==> config.mk <==
export PLATFORM = sky130hd
export DESIGN_NAME = serial_tx_piso
export DESIGN_NICKNAME = d
export VERILOG_FILES = /design/src/rtl/serial_tx_piso.sv
export SDC_FILE = /design/constraint.sdc
export NUM_CORES = 1
export LEC_CHECK = 0
export CORE_MARGIN = 1
export CORE_UTILIZATION = 47
export DETAILED_ROUTE_END_ITERATION = 16
export PLACE_DENSITY = 0.84
export SYNTH_ARGS = -nofsm -noshare
export SYNTH_HDL_FRONTEND = slang
export SYNTH_SLANG_ARGS = --single-unit
==> constraint.sdc <==
create_clock -name clock -period 3.65 [get_ports clock]
set_clock_uncertainty 0.15 [all_clocks]
set_input_delay 0.73 -clock clock [delete_from_list [all_inputs] [get_ports clock]]
set_output_delay 0.73 -clock clock [all_outputs]
set_load 0.005 [all_outputs]
==> src/rtl/serial_tx_piso.sv <==
`default_nettype none
// ============================================================================
// Module      : serial_tx_piso
// Description : Parallel-in/serial-out transmitter. Accepts one WIDTH-bit word
//               over a valid/ready handshake, then shifts it out one bit per
//               clock together with a frame strobe (sframe) and a last-bit
//               strobe (slast).
// Ports       : clock      - system clock, rising edge
//               clearb     - asynchronous active-low reset
//               load_valid - producer has a word on load_data
//               load_data  - word to send, sampled on the accepting edge
//               load_ready - transmitter can accept a word this cycle (comb.)
//               abort      - synchronous frame cancel
//               sdata      - serial data bit (registered, 0 when idle)
//               sframe     - high while sdata carries a frame bit (registered)
//               slast      - high during the final bit of a frame (registered)
//               busy       - frame in progress, identical to sframe
// Revision    : 1.0 - initial release
// ============================================================================
module serial_tx_piso #(
  parameter int WIDTH     = 8,
  parameter bit MSB_FIRST = 1'b1
) (
  input  logic             clock,
  input  logic             clearb,
  input  logic             load_valid,
  input  logic [WIDTH-1:0] load_data,
  output logic             load_ready,
  input  logic             abort,
  output logic             sdata,
  output logic             sframe,
  output logic             slast,
  output logic             busy
);

  localparam int              c_CW     = $clog2(WIDTH);
  localparam logic [c_CW-1:0] c_LAST   = c_CW'(WIDTH - 1);
  localparam logic [c_CW-1:0] c_PENULT = c_CW'(WIDTH - 2);

  typedef enum logic [0:0] {
    IDLE  = 1'b0,
    SHIFT = 1'b1
  } state_t;

  state_t            r_state, w_state_nxt;
  logic [c_CW-1:0]   r_cnt, w_cnt_nxt;
  logic [WIDTH-1:0]  r_shift, w_shift_nxt;
  logic              r_sdata, w_sdata_nxt;
  logic              r_sframe, w_sframe_nxt;
  logic              r_slast, w_slast_nxt;

  logic              w_at_last;
  logic              w_accept;
  logic              w_first_bit;
  logic              w_next_bit;
  logic [WIDTH-1:0]  w_load_rest;
  logic [WIDTH-1:0]  w_shift_rest;

  // The first bit goes straight to the sdata register on the accepting edge;
  // the shift register only holds the bits still to be sent, aligned so the
  // next one always sits at the outgoing end.
  generate
    if (MSB_FIRST) begin : g_msb_first
      assign w_first_bit  = load_data[WIDTH-1];
      assign w_load_rest  = {load_data[WIDTH-2:0], 1'b0};
      assign w_next_bit   = r_shift[WIDTH-1];
      assign w_shift_rest = {r_shift[WIDTH-2:0], 1'b0};
    end else begin : g_lsb_first
      assign w_first_bit  = load_data[0];
      assign w_load_rest  = {1'b0, load_data[WIDTH-1:1]};
      assign w_next_bit   = r_shift[0];
      assign w_shift_rest = {1'b0, r_shift[WIDTH-1:1]};
    end
  endgenerate

  assign w_at_last = (r_state == SHIFT) && (r_cnt == c_LAST);

  // Gated by clearb so nothing can look acceptable while reset is asserted.
  assign load_ready = clearb & ~abort & ((r_state == IDLE) | w_at_last);
  assign w_accept   = load_valid & load_ready;

  always_comb begin
    w_state_nxt  = r_state;
    w_cnt_nxt    = r_cnt;
    w_shift_nxt  = r_shift;
    w_sdata_nxt  = 1'b0;
    w_sframe_nxt = 1'b0;
    w_slast_nxt  = 1'b0;

    if (abort) begin
      w_state_nxt = IDLE;
      w_cnt_nxt   = '0;
      w_shift_nxt = '0;
    end else if (w_accept) begin
      // Covers both a start from IDLE and a back-to-back start in the
      // slast cycle; WIDTH >= 2 so bit 0 is never also the last bit.
      w_state_nxt  = SHIFT;
      w_cnt_nxt    = '0;
      w_shift_nxt  = w_load_rest;
      w_sdata_nxt  = w_first_bit;
      w_sframe_nxt = 1'b1;
    end else if (r_state == SHIFT) begin
      if (w_at_last) begin
        w_state_nxt = IDLE;
        w_cnt_nxt   = '0;
        w_shift_nxt = '0;
      end else begin
        w_cnt_nxt    = r_cnt + 1'b1;
        w_shift_nxt  = w_shift_rest;
        w_sdata_nxt  = w_next_bit;
        w_sframe_nxt = 1'b1;
        w_slast_nxt  = (r_cnt == c_PENULT);
      end
    end
  end

  always_ff @(posedge clock or negedge clearb) begin
    if (!clearb) begin
      r_state  <= IDLE;
      r_cnt    <= '0;
      r_shift  <= '0;
      r_sdata  <= 1'b0;
      r_sframe <= 1'b0;
      r_slast  <= 1'b0;
    end else begin
      r_state  <= w_state_nxt;
      r_cnt    <= w_cnt_nxt;
      r_shift  <= w_shift_nxt;
      r_sdata  <= w_sdata_nxt;
      r_sframe <= w_sframe_nxt;
      r_slast  <= w_slast_nxt;
    end
  end

  assign sdata  = r_sdata;
  assign sframe = r_sframe;
  assign slast  = r_slast;
  assign busy   = r_sframe;

endmodule
`default_nettype wire

==> results.py <==
metrics = {
    "floorplanning": {
        "die_y_um": 41.5,
        "core_area_mm2": 0.00138,
        "start_util_pct": 53.1,
        "rows": 13,
        "ios": 17,
        "die_area_mm2": 0.00172,
        "die_width_um": 41.5,
    },
    "setup_path": {
        "crit_path_start_kind": "input pin",
        "crit_arrival_ps": 2120,
        "crit_type": "input pin to primary output",
        "crit_path_end_kind": "primary output",
        "cp.required_ps": 2770,
        "crit_path_max_fanout": 7,
    },
    "clocking": {
        "cts_tree": "done",
        "clkTransAtPathRegs_ps": 80,
        "clkLatencyLatePin_ps": 270,
        "cts.sinks": 13,
        "h-tree-depth": 1,
        "cts_resized": 0,
        "ctsLongestPathBuffers": 2,
        "postCtsSetupRepairBufs": 0,
        "cts_buffers": 3,
        "ctsHoldBuffers": 0,
        "ctsRootBufferMaster": "clkbuf_4",
    },
    "sta": {
        "min_period_over_period_pct": 82.1,
        "setup_viol": 0,
        "post-route-min-period_ps": 3000,
        "relSlewSlack_pct": 68.5,
        "worstMarginPinSlew_ps": 473,
        "finalHoldViolCount": 0,
        "rsz0062_at_grt": "false",
        "finalMaxSlewViolations": 0,
        "fmax_ghz": 0.334,
        "tns_ps": 0,
    },
    "drt": {
        "drt-pass1-iter-count": 4,
        "drt-initial-drc-count": 11,
        "drc": 0,
        "antenna_left": 0,
        "wl_per_cell_um": 13.5,
        "vias": 562,
        "wirelength_um": 1320,
        "vias_per_cell": 5.73,
    },
    "placement": {
        "finalWeightedCongestion": 0.719,
        "dp_cells": 94,
        "postPlaceCellArea_um2": 896,
        "port_buffers": 16,
        "dp_hpwl_um": 950,
    },
    "synth": {
        "ys_top_cells_by_count": "dfrtp_1, nor2b_1, a21oi_1, a221oi_1, ha_1",
        "synth_top_area_share_pct": 44.3,
        "synthFlopType": "dfrtp_1",
        "async_flop_share_pct": 100,
        "synth_top_cell_by_area": "dfrtp_1",
        "ys_seq_elements": 13,
        "netlist_area_um2": 734,
        "synth-seq-area-share_pct": 44.3,
        "yosysUniqueCellTypes": 28,
        "synth.avg_cell_area_um2": 11.1,
        "yosys_warnings": 0,
        "synthMostInstantiatedCell": "dfrtp_1",
        "synth_edf_count": 0,
        "netlist_instances": 66,
        "syn-num-nets": 81,
        "synth.area.top_cells": "dfrtp_1, nor2b_1, a221oi_1",
    },
    "power_and_ir_drop": {
        "p_sw_mw": 0.0764,
        "switching_share_pct": 25.4,
        "ir_worst_vdd_v": 0.000170,
        "power_frac_comb_pct": 18.8,
        "intPower_mw": 0.225,
        "power_frac_seq_pct": 52.3,
        "pwr_density_cell_mw_per_mm2": 327,
        "clock_power_share_pct": 28.9,
        "finalPower_mw": 0.301,
        "p_leak_nw": 0.413,
    },
    "flow_run": {
        "max_cap_viol_count": 0,
    },
    "finish": {
        "area_growth_syn_to_layout_pct": 25.6,
        "final_cells": 98,
        "seq_area_um2": 325,
        "multiInputGateArea_um2": 369,
        "fin_util_pct": 66.7,
        "fill_cells": 108,
        "fin_area_um2": 922,
        "fin_nets": 99,
        "drive_gt1_share_pct": 13.3,
        "antenna_cells": 0,
    },
    "run_status": {
        "outcome": "complete, no violations",
    },
    "global_route": {
        "gr-total-overflow": 0,
        "grt_pass1_vias": 560,
        "grt_pass1_wl_um": 2390,
        "grt_max_degree": 17,
        "grt_use_total_pct": 17.9,
        "antenna_found_initial": 0,
    },
    "worst_hold_path": {
        "hold_path.class": "register to register",
    },
}
cell type report:
cell class              instances  area share [%]
repair buffers                 18            19.0
multi-input cells              46            40.0
clock buffers                   4            2.85
inverters                       2           0.814
well taps                      15            2.04
flip-flops and latches         13            35.3
through the flow:
stage | hold slack, ps | setup slack [ps]
3_5_place_dp | 332 | 652
6_report | 346 | 654
2_1_floorplan | 284 | 1660
4_1_cts | 350 | 648
5_1_grt | 381 | 580
3_3_place_gp | 337 | 650
cells by family after synthesis:
kind of cell	share of synthesized area [%]
and+or+nand+nor	26.1
adders and majority gates	5.11
DFF	44.3
AOI/OAI and AO/OA	14.6
buffers and inverters	5.45
muxes	4.43
per-layer routing:
metal | vias up | global-route usage (%) | wire (um)
met5 | - | 0 | 0
met4 | 0 | 11.6 | 27
met3 | 2 | 1.30 | 38
met2 | 14 | 25.0 | 606
met1 | 275 | 26.4 | 651
li1 | 271 | - | -
cells in the final DEF, fill, tap and decap left out, drive strengths merged:
cell type / instances
clkdlybuf4s50: 16
dfrtp: 13
nor2b: 13
a21oi: 7
a221oi: 6
clkbuf: 4
ha: 3
inv: 2
nand3b: 2
nor3: 2
buf: 2
nor3b: 2
mux2: 2
nand2b: 1
nand4b: 1
o21ai: 1
nor2: 1
and3: 1
and4b: 1
a22o: 1
nand2: 1
mux2i: 1
state kept, by name, indices dropped and copies added, names as in the netlist:
signal   cells
r_cnt        3
busy         1
sdata        1
slast        1
r_shift      7
critical path, cell delays in order:
cell             delay (ps)
clkdlybuf4s50_1         490
nor3b_4                 330
clkdlybuf4s50_1         570
path summary, 6_finish.rpt:
| path | slack, ps | start | cells past startpoint | end |
|---|---|---|---|---|
| max in group asynchronous | 2500 | clearb | 2 | r_cnt[0] |
| setup / recovery | 650 | clearb | 3 | load_ready |
| setup reg to reg | 1810 | r_cnt[1] | 5 | r_shift[1] |
| min in group asynchronous | 670 | clearb | 2 | r_shift[6] |
| hold / removal | 350 | r_shift[7] | 1 | sdata |
| hold reg to reg | 350 | r_shift[7] | 1 | sdata |
power groups by stage:
stage | Sequential, mW | Clock (mW) | Combinational, mW
floorplan | 0.157 | 0 | 0.0350
global placement | 0.160 | 0 | 0.0561
detailed placement | 0.160 | 0 | 0.0571
CTS | 0.157 | 0.0892 | 0.0573
global route | 0.159 | 0.0972 | 0.0632
finish | 0.158 | 0.0871 | 0.0567
Power figures use the tool's default switching activity.
